`config.mk`:
```
export PLATFORM = sky130hd
export DESIGN_NAME = sram_controller
export DESIGN_NICKNAME = d
export VERILOG_FILES = /design/src/rtl/sram_controller_pkg.sv /design/src/rtl/sram_controller.sv
export SDC_FILE = /design/constraint.sdc
export NUM_CORES = 1
export LEC_CHECK = 0
export CORE_MARGIN = 2
export CORE_UTILIZATION = 36
export CTS_CLUSTER_DIAMETER = 50
export DETAILED_ROUTE_END_ITERATION = 10
export PLACE_DENSITY_LB_ADDON = 0.3
export SYNTH_ARGS = -nofsm -noshare
export SYNTH_HDL_FRONTEND = slang
export SYNTH_SLANG_ARGS = --single-unit
```
`constraint.sdc`:
```
create_clock -name clk -period 2.62 [get_ports clk]
set_input_delay 0.524 -clock clk [delete_from_list [all_inputs] [get_ports clk]]
set_output_delay 0.524 -clock clk [all_outputs]
set_load 0.005 [all_outputs]
```
`src/rtl/sram_controller_pkg.sv`:
```
// Shared definitions for the MEM-stage SRAM controller.
// Holds the FSM state encoding, default geometry/timing constants and the
// byte-address to SRAM word-index mapping.
package sram_controller_pkg;

  localparam int unsigned SRAM_WAIT_CYCLES = 1;
  localparam int unsigned SRAM_ADDR_BASE   = 1024;
  localparam int unsigned SRAM_ADDR_W      = 18;
  localparam int unsigned SRAM_DATA_W      = 16;

  typedef enum logic [1:0] {
    StIdle = 2'd0,
    StLo   = 2'd1,
    StHi   = 2'd2,
    StDone = 2'd3
  } sram_state_e;

  // 32-bit word index relative to the SRAM base, wrapped to 17 bits so that
  // {index, half} fits the 18-bit half-word address bus.
  function automatic logic [16:0] word_index(input logic [31:0] addr, input logic [31:0] base);
    return 17'((addr - base) >> 2);
  endfunction

endpackage

```
`src/rtl/sram_controller.sv`:
```
// SRAM controller: turns a 32-bit MEM-stage load/store into two 16-bit SRAM
// half accesses (low half first), stalling the pipeline through ready.
//
// Ports:
//   clk, rst          clock and synchronous active-high reset
//   wr_en, rd_en      store / load request, held stable while ready=0
//   address           byte address (ALU result)
//   write_data        store data
//   read_data         load result, valid in DONE and held afterwards
//   ready             0 freezes the pipeline
//   sram_addr         half-word address to the SRAM
//   sram_dq_out       write data to the SRAM, driven when sram_dq_oe=1
//   sram_dq_in        read data from the SRAM
//   sram_dq_oe        drive enable for sram_dq_out
//   sram_we_n         active-low write strobe
module sram_controller
  import sram_controller_pkg::*;
#(
  parameter int unsigned WAIT_CYCLES = SRAM_WAIT_CYCLES,
  parameter int unsigned ADDR_BASE   = SRAM_ADDR_BASE
) (
  input  logic                   clk,
  input  logic                   rst,
  input  logic                   wr_en,
  input  logic                   rd_en,
  input  logic [31:0]            address,
  input  logic [31:0]            write_data,
  output logic [31:0]            read_data,
  output logic                   ready,
  output logic [SRAM_ADDR_W-1:0] sram_addr,
  output logic [SRAM_DATA_W-1:0] sram_dq_out,
  input  logic [SRAM_DATA_W-1:0] sram_dq_in,
  output logic                   sram_dq_oe,
  output logic                   sram_we_n
);

  localparam logic [3:0] WaitLast = 4'(WAIT_CYCLES);

  sram_state_e state_q, state_d;
  logic [3:0]  cnt_q, cnt_d;
  logic        is_wr_q, is_wr_d;
  logic [31:0] rdata_q, rdata_d;

  logic [16:0] idx;
  logic        last;

  assign idx       = word_index(address, 32'(ADDR_BASE));
  assign last      = (cnt_q == WaitLast);
  assign read_data = rdata_q;

  always_ff @(posedge clk) begin
    if (rst) begin
      state_q <= StIdle;
      cnt_q   <= 4'd0;
      is_wr_q <= 1'b0;
      rdata_q <= 32'd0;
    end else begin
      state_q <= state_d;
      cnt_q   <= cnt_d;
      is_wr_q <= is_wr_d;
      rdata_q <= rdata_d;
    end
  end

  always_comb begin
    state_d     = state_q;
    cnt_d       = cnt_q;
    is_wr_d     = is_wr_q;
    rdata_d     = rdata_q;
    ready       = 1'b1;
    sram_addr   = '0;
    sram_dq_out = '0;
    sram_dq_oe  = 1'b0;
    sram_we_n   = 1'b1;

    unique case (state_q)
      StIdle: begin
        ready = !(wr_en || rd_en);
        if (wr_en || rd_en) begin
          state_d = StLo;
          cnt_d   = 4'd0;
          // Write wins when both requests are present.
          is_wr_d = wr_en;
        end
      end
      StLo: begin
        ready       = 1'b0;
        sram_addr   = {idx, 1'b0};
        sram_dq_out = write_data[15:0];
        sram_dq_oe  = is_wr_q;
        sram_we_n   = !is_wr_q;
        if (last) begin
          state_d = StHi;
          cnt_d   = 4'd0;
          if (!is_wr_q) rdata_d[15:0] = sram_dq_in;
        end else begin
          cnt_d = cnt_q + 4'd1;
        end
      end
      StHi: begin
        ready       = 1'b0;
        sram_addr   = {idx, 1'b1};
        sram_dq_out = write_data[31:16];
        sram_dq_oe  = is_wr_q;
        sram_we_n   = !is_wr_q;
        if (last) begin
          state_d = StDone;
          cnt_d   = 4'd0;
          if (!is_wr_q) rdata_d[31:16] = sram_dq_in;
        end else begin
          cnt_d = cnt_q + 4'd1;
        end
      end
      StDone: begin
        // Requests still asserted here are ignored; IDLE samples them again.
        ready   = 1'b1;
        state_d = StIdle;
      end
      default: state_d = StIdle;
    endcase
  end

endmodule

```
After elaboration in Yosys (flattened, before gate mapping)
Cells that the tools add are included.
{ "word_totals": {"register_bits": 39, "in_bits": 84, "output_inout_bits": 69, "wordCells": 38} }
{ "classes": {"n_addsub": 2, "eq_ne": 7, "n_mux": 12, "n_bitwise": 1, "reduce_logical": 11} }
{ "ops": {"columns": ["operator", "count"], "rows": [
  ["one-hot mux 18 bit (2 select lines)", 1],
  ["one-hot mux 16 bit (2 select lines)", 1],
  ["subtractor 19 x 11 -> 19 bit (second input constant)", 1],
  ["AND reduction 3 bit", 3],
  ["two-way mux 4 bit", 2],
  ["one-hot mux 2 bit (4 select lines)", 1],
  ["one-hot mux 4 bit (2 select lines)", 1],
  ["two-way mux 2 bit", 3],
  ["inequality test 2 bit (second input constant)", 3],
  ["adder 4 x 1 -> 4 bit (second input constant)", 1],
  ["equality test 2 bit (second input constant)", 2],
  ["equality test 4 x 1 -> 1 bit (second input constant)", 1],
  ["AND reduction 2 bit", 2],
  ["one-hot mux 1 bit (3 select lines)", 1],
  ["equality test 2 x 1 -> 1 bit (second input constant)", 1],
  ["logical NOT 1 bit", 2],
  ["logical NOT 2 bit", 1],
  ["two-way mux 1 bit", 2],
  ["nonzero test 2 bit", 1],
  ["OR reduction 2 bit", 1],
  ["logical OR 1 bit", 1],
  ["inverter 1 bit", 1]
]} }

Longest topological paths before layout
{ "depth": {"depth_word": 4, "ltp_mapped": 7, "mapped_depth_nobuf": 5} }

Worst setup path after synthesis
No wires, ideal clock.
{ "synth_path": {"kind": "input to output", "startpoint": "in address[10]", "endpoint": "out sram_addr[15]", "arrival_ns": 1.687, "required_time_ns": 2.096, "path_slack_ns": 0.409, "cell_stages": 5, "n_path_buf": 0, "path_cell_list": "inv_1 ha_1 or3b_4 or4_1 a21oi_1"} }
{ "synth_between": {"elab_chain_len": 2} }
{ "synth_rtl": {"columns": ["element", "line", "rtl"], "rows": [
  ["from (decl)", "sram_controller.sv:26", "input logic [31:0] address,"],
  ["subtractor 19 x 11 -> 19 bit", "sram_controller_pkg.sv:21", "return 17'((addr - base) >> 2);"],
  ["one-hot mux 18 bit (2 select lines)", "sram_controller.sv:76", "unique case (state_q)"],
  ["to (decl)", "sram_controller.sv:30", "output logic [SRAM_ADDR_W-1:0] sram_addr,"]
]} }
No other way between the ends.

Worst setup path in the final report
{ "layout_path": {"startpoint": "in address[14]", "endpoint": "out sram_addr[14]"} }
Same word-level chain as after synthesis.

==> results.sh <==
export IMPL_outcome="complete, no violations"
export IMPL_placed_cells=470
export IMPL_max_stage_delay_ns=0.44
export IMPL_synth_seq_cells=39
export IMPL_nets=492
export IMPL_die_h_microns=84.0
export IMPL_synthesis_area_sq_mm=0.00230
export IMPL_critical_path_peak_fanout=4
export IMPL_num_vias=2278
export IMPL_wl_per_cell_microns=13.0
export IMPL_place_congestion=0.878
export IMPL_min_path_type="reg2reg"
export IMPL_final_util=0.630
export IMPL_post_cts_buffers=0
export IMPL_r2r_start="cnt_q[0]"
export IMPL_synth_nets=350
export IMPL_via_per_inst=4.77
export IMPL_antenna_diode_count=0
export IMPL_synth_edff_count=0
export IMPL_routed_wl_microns=6230
export IMPL_min_from="read_data[19]"
export IMPL_synth_top_cell_area_share=0.339
export IMPL_async_reset_ff_frac=0
export IMPL_fin_crit_sh=0.980
export IMPL_hold_ws_ns=0.477
export IMPL_clock_sinks=39
export IMPL_grt_overflow=0
export IMPL_initial_core_util=0.367
export IMPL_timing_critical_path_cells="clkdlybuf4s50_1, or3_4, or3_1, a21oi_2, clkdlybuf4s15_2"
export IMPL_h_tree_depth=2
export IMPL_worst_ep_arrival_time_ns=2.04
export IMPL_critical_path_startpoint_type="input pin"
export IMPL_worstSetupStartpoint="address[14]"
export IMPL_yosysTopAreaCell="dfxtp_1"
export IMPL_worst_setup_path_end_kind="primary output"
export IMPL_finalHoldViolations=0
export IMPL_numCtsBuffers=5
export IMPL_firstDrtPassIters=4
export IMPL_synthCells=258
export IMPL_grt_pass1_vias=2218
export IMPL_skew_ns=0.00865
export IMPL_clock_fmax_mhz=390
export IMPL_peakVddDrop_uv=389
export IMPL_relSlewSlack=0.520
export IMPL_core_sq_mm=0.00628
export IMPL_maxCapViolations=0
export IMPL_drv_slew=0
export IMPL_fp_dieW_microns=84.0
export IMPL_ff2ff_setup_slack_ns=0.78
export IMPL_postCtsHoldBufs=0
export IMPL_clk_latency_ns=0.30
export IMPL_syn2layout_area_growth_pct=71.6
export IMPL_cts_root_buf="clkbuf_8"
export IMPL_drt_iter0_drc=53
export IMPL_stdcell_count=478
export IMPL_power_density_mw_per_mm2=597
export IMPL_grt_antenna_before_repair=0
export IMPL_grt_pass1_wl_microns=10600
export IMPL_rsz0062_at_grt="true"
export IMPL_rows=29
export IMPL_synth_area_per_cell_sq_um=8.93
export IMPL_grt_start_max_net_pins=36
export IMPL_ios=153
export IMPL_die_area_sq_mm=0.00706
export IMPL_yosysWarnings=0
export IMPL_cts_clk_slew_worst_paths_ns=0.07
export IMPL_track_usage=0.180
export IMPL_yosys_cell_types_count=38
export IMPL_port_buffers=137
export IMPL_layout_drive_gt1_share=0.102
export IMPL_crit_required_ns=2.10
export IMPL_fin_crit_ns=2.57
export IMPL_critPathSlowestCell="clkdlybuf4s50_1"
export IMPL_drc=0
export IMPL_leakage_uw=0.00151
export IMPL_synth_seq_area_share=0.339
export IMPL_hpwl_microns=4880
export IMPL_path_buf_inv=2
export IMPL_critPathKind="in2out"
export IMPL_tightest_slew_ns=0.718
export IMPL_setup_viol_count_final=0
export IMPL_crit_family="simple AND/OR/NAND/NOR gates"
export IMPL_synthTopCellsByArea="dfxtp_1 (34%), mux2i_1 (16%), nand2b_1 (14%)"
export IMPL_postRouteAntennaNets=0
export IMPL_clockBufferDepth=2
export IMPL_synth_flop_cell="dfxtp_1"
export IMPL_cts_tree="done"
==> cell usage in the layout, fill, tap and decap left out, types with 2 or more instances in the layout <==
cell type and n:
and2_1 11, a21oi_1 4, o21ai_0 3, dlygate4sd2_1 5, clkbuf_8 5, nor2_1 8
a22oi_1 17, ha_1 5, clkbuf_1 2, nand2b_1 53, dfxtp_1 37, nand2_1 5
mux2i_1 36, nor2b_1 18, nand3_1 2, buf_6 2, buf_4 13, or3b_1 2
inv_1 6, xnor2_1 2, dfxtp_2 2, nand4b_1 2, a21oi_2 2, clkdlybuf4s50_1 128
o31ai_1 2, ha_2 3, nor4_4 2
==> final timing paths <==
check                                endpoint  cells past startpoint
worst max-delay path            sram_addr[14]                      5
worst min-delay path            read_data[19]                      2
worst max register to register  read_data[31]                      4
worst min register to register  read_data[19]                      2
==> cell usage after synthesis (all sizes together) (2+ instances only) <==
cell / count
or3: 2
nand2b: 53
nand3: 2
o31ai: 2
clkbuf: 13
nand4b: 2
nand2: 6
mux2i: 36
nor4: 2
a22oi: 17
or2: 2
and2: 11
xnor2: 2
ha: 8
buf: 4
a21oi: 6
dfxtp: 39
nor2: 8
or3b: 3
nor2b: 18
o21ai: 4
inv: 6
==> metrics by stage <==
step	setup WS [ns]	TNS [ns]	area [sq um]	power [uW]
final	0.0536	0	3950	2360
after global routing	-0.000193	-0.000193	3950	2540
after global placement	-0.496	-1.85	3810	1940
after CTS	0.00239	0	3910	2340
after floorplan	0.409	0	2300	1340
after detailed placement	-0.532	-1.95	3810	1960
==> worst min-delay path, delay by kind of cell (launching register included) <==
family / cells / cell delay, ns
simple gates: 1 / 0.06
mux: 1 / 0.06
flops: 1 / 0.31
==> where the power goes <==
part	switching [uW]	total (uW)	leakage, uW	internal [uW]
combinational	540	1290	0.00115	747
clock	205	392	0.0000422	187
sequential	39.7	683	0.000316	643
total	784	2360	0.00151	1580
==> logic make-up after synthesis <==
family	share of synthesized area
buffers and inverters	0.0407
flip-flops	0.339
adder cells (fa/ha/maj)	0.0434
AND/OR/NAND/NOR	0.312
multiplexers	0.161
AO/OA/AOI/OAI	0.0928
XOR/XNOR	0.0114
==> sequential cells by signal, indices dropped and copies added (netlist names) <==
register / cells
state_q: 2
read_data: 32
is_wr_q: 1
cnt_q: 4
==> layer usage <==
metal / up-vias / routed length, microns / GRT usage
met5: - / 0 / 0
met4: 0 / 53 / 0.0455
met3: 6 / 613 / 0.0613
met2: 98 / 2900 / 0.302
met1: 1016 / 2660 / 0.222
li1: 1158 / - / -
==> cell type report <==
type | instances | area, sq um
fillers | 550 | 2320
multi-input cells | 196 | 1490
repair buffers | 152 | 1480
flip-flops and latches | 39 | 783
well taps | 77 | 96.3
clock buffers | 7 | 76.3
inverters | 6 | 22.5
clock inverters | 1 | 5.00
==> what timing repair did <==
item | CTS | global route
gates resized for setup | 21 | 14
pin swaps | 5 | 4
endpoints found under the setup margin | 14 | 33
Power figures use the tool's default switching activity.
